[src/rtl/seg_display_ctrl.sv]
// Signed binary / hex value to seven-segment digit bank, with sequential
// double-dabble conversion, leading-zero blanking, floating minus and overflow.
//
// Ports:
//   clk, reset_n      clock, async active-low reset
//   in_valid/in_ready handshake; transfer when both high at a rising edge
//   in_data, hex_mode value and mode, sampled only at the transfer edge
//   seg               DIGITS*7 segments, digit 0 rightmost, bit 0 = a
//   overflow          value did not fit, registered with seg
//   done              one-cycle pulse when seg/overflow update
module seg_display_ctrl #(
  parameter int DATA_W         = 16,
  parameter int DIGITS         = 6,
  parameter bit SEG_ACTIVE_LOW = 1'b1
) (
  input  logic                clk,
  input  logic                reset_n,
  input  logic                in_valid,
  output logic                in_ready,
  input  logic [DATA_W-1:0]   in_data,
  input  logic                hex_mode,
  output logic [DIGITS*7-1:0] seg,
  output logic                overflow,
  output logic                done
);

  localparam int BW = DIGITS * 4;
  localparam int SW = DIGITS * 7;
  localparam int XW = (DATA_W > BW) ? DATA_W : BW;
  localparam int CW = $clog2(DATA_W + 1);
  localparam logic [6:0] DASH = 7'h40;

  typedef enum logic [1:0] {
    IDLE,
    CONV,
    FMT
  } state_t;

  state_t r_state;
  state_t w_next;

  logic [DATA_W-1:0] r_data;
  logic [DATA_W-1:0] r_mag;
  logic              r_hex;
  logic              r_sign;
  logic              r_sof;
  logic [BW-1:0]     r_bcd;
  logic [CW-1:0]     r_cnt;
  logic [SW-1:0]     r_seg;
  logic              r_ovf;
  logic              r_done;

  logic [BW-1:0]     w_bcd_adj;
  logic [XW-1:0]     w_hx;
  logic [SW-1:0]     w_dec_seg;
  logic [SW-1:0]     w_hex_seg;
  logic [SW-1:0]     w_seg_pol;
  logic              w_dec_ovf;
  logic              w_hex_ovf;

  function automatic logic [6:0] f_seg7(input logic [3:0] v);
    logic [6:0] s;
    case (v)
      4'h0:    s = 7'h3F;
      4'h1:    s = 7'h06;
      4'h2:    s = 7'h5B;
      4'h3:    s = 7'h4F;
      4'h4:    s = 7'h66;
      4'h5:    s = 7'h6D;
      4'h6:    s = 7'h7D;
      4'h7:    s = 7'h07;
      4'h8:    s = 7'h7F;
      4'h9:    s = 7'h6F;
      4'hA:    s = 7'h77;
      4'hB:    s = 7'h7C;
      4'hC:    s = 7'h39;
      4'hD:    s = 7'h5E;
      4'hE:    s = 7'h79;
      default: s = 7'h71;
    endcase
    return s;
  endfunction

  assign in_ready = (r_state == IDLE);
  assign seg      = r_seg;
  assign overflow = r_ovf;
  assign done     = r_done;

  // Add-3 correction applied before each shift.
  always_comb begin
    w_bcd_adj = r_bcd;
    for (int k = 0; k < DIGITS; k++) begin
      if (r_bcd[4*k +: 4] >= 4'd5) begin
        w_bcd_adj[4*k +: 4] = r_bcd[4*k +: 4] + 4'd3;
      end
    end
  end

  // Decimal formatting: blank above the most significant nonzero
  // digit, minus just left of it when negative.
  always_comb begin
    int w_msd;
    w_msd = 0;
    for (int k = 0; k < DIGITS; k++) begin
      if (r_bcd[4*k +: 4] != 4'd0) w_msd = k;
    end
    w_dec_ovf = r_sof | (r_sign & (r_bcd[BW-1 -: 4] != 4'd0));
    w_dec_seg = '0;
    for (int k = 0; k < DIGITS; k++) begin
      if (w_dec_ovf) begin
        w_dec_seg[7*k +: 7] = DASH;
      end else if (k <= w_msd) begin
        w_dec_seg[7*k +: 7] = f_seg7(r_bcd[4*k +: 4]);
      end else if (r_sign && (k == w_msd + 1)) begin
        w_dec_seg[7*k +: 7] = DASH;
      end
    end
  end

  assign w_hx = XW'(r_data);

  always_comb begin
    w_hex_seg = '0;
    w_hex_ovf = 1'b0;
    for (int k = 0; k < DIGITS; k++) begin
      w_hex_seg[7*k +: 7] = f_seg7(w_hx[4*k +: 4]);
    end
    for (int i = BW; i < XW; i++) begin
      w_hex_ovf = w_hex_ovf | w_hx[i];
    end
  end

  assign w_seg_pol = (r_hex ? w_hex_seg : w_dec_seg)
                   ^ {SW{SEG_ACTIVE_LOW}};

  always_ff @(posedge clk or negedge reset_n) begin
    if (!reset_n) begin
      r_state <= IDLE;
    end else begin
      r_state <= w_next;
    end
  end

  always_comb begin
    w_next = r_state;
    unique case (r_state)
      IDLE: begin
        if (in_valid) w_next = hex_mode ? FMT : CONV;
      end
      CONV: begin
        if (r_cnt == CW'(1)) w_next = FMT;
      end
      FMT: begin
        w_next = IDLE;
      end
      default: begin
        w_next = IDLE;
      end
    endcase
  end

  always_ff @(posedge clk or negedge reset_n) begin
    if (!reset_n) begin
      r_data <= '0;
      r_mag  <= '0;
      r_hex  <= 1'b0;
      r_sign <= 1'b0;
      r_sof  <= 1'b0;
      r_bcd  <= '0;
      r_cnt  <= '0;
      r_seg  <= {SW{SEG_ACTIVE_LOW}};
      r_ovf  <= 1'b0;
      r_done <= 1'b0;
    end else begin
      r_done <= 1'b0;
      unique case (r_state)
        IDLE: begin
          if (in_valid) begin
            r_data <= in_data;
            r_hex  <= hex_mode;
            r_sign <= in_data[DATA_W-1];
            // Most negative input wraps to 2^(DATA_W-1) unsigned.
            r_mag  <= in_data[DATA_W-1] ? -in_data : in_data;
            r_bcd  <= '0;
            r_sof  <= 1'b0;
            r_cnt  <= CW'(DATA_W);
          end
        end
        CONV: begin
          r_bcd <= {w_bcd_adj[BW-2:0], r_mag[DATA_W-1]};
          r_mag <= {r_mag[DATA_W-2:0], 1'b0};
          r_sof <= r_sof | w_bcd_adj[BW-1];
          r_cnt <= r_cnt - CW'(1);
        end
        FMT: begin
          r_seg  <= w_seg_pol;
          r_ovf  <= r_hex ? w_hex_ovf : w_dec_ovf;
          r_done <= 1'b1;
        end
        default: begin
        end
      endcase
    end
  end

endmodule
[config.mk]
export PLATFORM = sky130hd
export DESIGN_NAME = seg_display_ctrl
export DESIGN_NICKNAME = d
export VERILOG_FILES = /design/src/rtl/seg_display_ctrl.sv
export SDC_FILE = /design/constraint.sdc
export NUM_CORES = 1
export LEC_CHECK = 0
export CAP_MARGIN = 20
export CELL_PAD_IN_SITES_DETAIL_PLACEMENT = 1
export CELL_PAD_IN_SITES_GLOBAL_PLACEMENT = 2
export CORE_MARGIN = 3
export CORE_UTILIZATION = 39
export DETAILED_ROUTE_END_ITERATION = 10
export HOLD_SLACK_MARGIN = 0.02
export PLACE_DENSITY = 0.95
export SYNTH_ARGS = -nofsm -noshare
export SYNTH_HDL_FRONTEND = slang
export SYNTH_SLANG_ARGS = --single-unit
[constraint.sdc]
create_clock -name clk -period 4.2 [get_ports clk]
set_input_delay 1.26 -clock clk [delete_from_list [all_inputs] [get_ports clk]]
set_output_delay 1.26 -clock clk [all_outputs]
set_load 0.02 [all_outputs]
==> metrics.cfg <==
[outcome]
outcome = complete, no violations

[min_path]
hold_path_depth = 2
min_delay_worst_endpoint = seg[35]$_DFFE_PN1P_
hold_path.startpoint = seg[35]$_DFFE_PN1P_
hold_path.class = reg2reg

[clocking]
clock_latency_ps = 360
cts-root-buf = clkbuf_16
cts.clk_slew.worst_paths_ps = 80
numCtsBuffers = 9
ctsHoldBuffers = 0
cts_buffer_depth = 2
htree_num_levels = 3
cts_resized = 0
clock_sink_count = 109
cts_setup_buffers = 0
cts_tree = yes

[yosys]
synth_edf_count = 0
syn_area_um2 = 7820
yosysWarnings = 0
syn-num-nets = 971
synthCells = 894
ys_seq_area_share_pct = 35.6
synth_ff_type = dfrtp_1
syn_avg_cell_area_um2 = 8.75
ys_seq_elements = 109
async_reset_ff_share_pct = 100
ys_types = 68

[global_route]
track_usage_pct = 22.2
grt_pass1_vias = 7036
grt_overflow = 0
antenna_found_initial = 0
grt_max_degree = 88
grt_pass1_wl_mm = 38.9

[sta]
drv_slew = 0
relSlewSlack_pct = 28.2
period_share_pct = 77.2
setup_violations = 0
min_period_ps = 3240
fmax_mhz = 309
finClkSkew_ps = 11.0
timing_hold_violations_final = 0
rsz0062_at_grt = false
max_slew.worst_pin.slew_ps = 1070
tns_ps = 0

[setup_path]
ff2ff_setup_slack_ps = 960
cp_slowest_cell = or3b_1
crit_chain = inv_1 -> ha_1 -> or3b_1 -> or2_1 -> inv_1 -> nand2_1 -> ha_1 -> nand2b_1 -> a211o_1 -> nor4_1 -> o22ai_1
path_depth = 11
endpoint_kind = flop
rr_worst_depth = 11
startpoint_type = flop
crit_required_ps = 4490
cp_max_fo = 8
arrival_ps = 3530
crit_type = reg2reg
path_delay_family = simple AND/OR/NAND/NOR gates
r2r_end = seg[27]$_DFFE_PN1P_
critPathBufInv = 2
cpPeakStageDelay_ps = 540
reg2reg_from = r_bcd[20]$_DFFE_PN0P_

[floorplan]
core_um2 = 19600
die_w_um = 148
die_h_um = 148
rows = 51
dieArea_um2 = 21800
io_pins = 65
start_util_pct = 39.9

[detailed_routing]
num_vias = 6845
via_per_inst = 5.76
wl_per_cell_um = 19.9
dr.pass1.iters = 4
drt-total-wl_mm = 23.7
drc = 0
first_iter_violations = 465
antenna_left = 0

[cells_and_area]
nets = 996
fin_cells = 1189
synthToLayoutAreaGrowth_pct = 15.0
antenna_cells = 0
drive_above_1_share_pct = 11.4

[placement]
place_hpwl_mm = 16.8
io_buffer_count = 64
place.gp.congestion = 0.856
dp_cells = 1173

[power]
power_density_nw_per_um2 = 835
power.total_mw = 7.51
p_leak_nw = 3.62
vdd_ir_drop_max_mv = 0.349

[run]
maxCapViolCount = 0

[state kept, by name, summed over array words and instances, names as in the netlist, 2 cells and up]
name and cells:
r_bcd 24, r_cnt 5, seg 42, r_state 2
r_data 16, r_mag 16
[placed cells by master, fill, tap and decap left out, types with 16 or more instances in the layout]
cell type | netlist | routed
nor2_1 | 43 | 43
nand2b_1 | 27 | 26
nand3_1 | 32 | 32
dfrtp_1 | 67 | 67
a21oi_1 | 39 | 39
inv_1 | 45 | 45
nand2_1 | 93 | 93
mux2i_1 | 31 | 31
ha_1 | 57 | 57
nor2b_1 | 20 | 19
nor3_1 | 20 | 20
clkdlybuf4s50_1 | 0 | 63
a211oi_1 | 17 | 17
buf_4 | 0 | 16
o31ai_1 | 22 | 22
o21ai_0 | 95 | 95
dfstp_2 | 42 | 42
[cell families after synthesis]
family	share of synthesized area, %
compound gates	22.6
xor+xnor	1.79
fa+ha+maj	9.12
buf+inv	5.60
flops	35.6
mux	6.13
simple gates	19.2
[worst min-delay path: stages (launching register included)]
cell     delay (ps)
dfstp_2         370
nand2_1          50
nand2_1          50
[metrics by stage]
step	hold slack, ps	area, um^2	setup slack [ps]	utilization (%)
after detailed placement	454	8670	938	44.2
final	466	8990	959	45.9
after global routing	484	8990	760	45.9
after CTS	467	8990	980	45.9
after floorplan	440	7820	1420	-
after global placement	452	8670	987	44.2
[layout make-up]
type / instances / area [um^2]
tap: 265 / 332
clock inverter: 4 / 70.1
timing repair buffer: 80 / 771
inverter: 46 / 173
sequential: 109 / 2780
clock buffer: 12 / 256
fill: 2316 / 10600
multi-input combinational: 673 / 4610
[synthesized netlist by cell type (all sizes together), types with 4 or more instances]
master | n | area (um^2)
nand2 | 93 | 349
o211ai | 8 | 60.1
buf | 8 | 47.5
nor2 | 43 | 161
a2111oi | 14 | 123
ha | 57 | 713
xnor2 | 11 | 96.3
dfrtp | 67 | 1680
nor4 | 7 | 58.8
a22o | 5 | 43.8
a211oi | 19 | 153
nor2b | 20 | 125
a21boi | 4 | 30.0
nand2b | 27 | 169
o21ai | 96 | 484
or4 | 4 | 30.0
a21oi | 39 | 195
or3b | 8 | 70.1
nor3 | 20 | 100
nor3b | 14 | 110
nand3b | 5 | 37.5
inv | 45 | 169
o31ai | 25 | 203
clkbuf | 58 | 218
mux4 | 5 | 113
xor2 | 5 | 43.8
a22oi | 14 | 105
and3 | 6 | 37.5
dfstp | 42 | 1100
mux2i | 31 | 310
a32o | 7 | 70.1
or3 | 4 | 25.0
mux2 | 5 | 56.3
nand3 | 32 | 160
[worst max-delay path by stage]
stage                                from                    end  slack, ps
floorplan           r_bcd[20]$_DFFE_PN0P_    seg[27]$_DFFE_PN1P_       1420
global placement               in_data[9]  r_mag[14]$_DFFE_PN0P_        990
detailed placement             in_data[9]  r_mag[14]$_DFFE_PN0P_        940
CTS                 r_bcd[20]$_DFFE_PN0P_    seg[27]$_DFFE_PN1P_        980
global route        r_bcd[20]$_DFFE_PN0P_    seg[27]$_DFFE_PN1P_        760
finish              r_bcd[20]$_DFFE_PN0P_    seg[27]$_DFFE_PN1P_        960
[power by group]
part / total [mW] / switching [mW] / internal (mW)
combinational: 4.27 / 2.51 / 1.76
sequential: 2.28 / 0.656 / 1.62
clock: 0.963 / 0.408 / 0.555
[layer usage]
layer / up-vias / wire length [um] / track usage, %
met5: - / 0 / 0
met4: 0 / 415 / 6.43
met3: 27 / 1160 / 3.31
met2: 118 / 11200 / 35.8
met1: 3416 / 10900 / 31.1
li1: 3284 / - / -
Note: power is estimated with default switching activity, not from simulation.
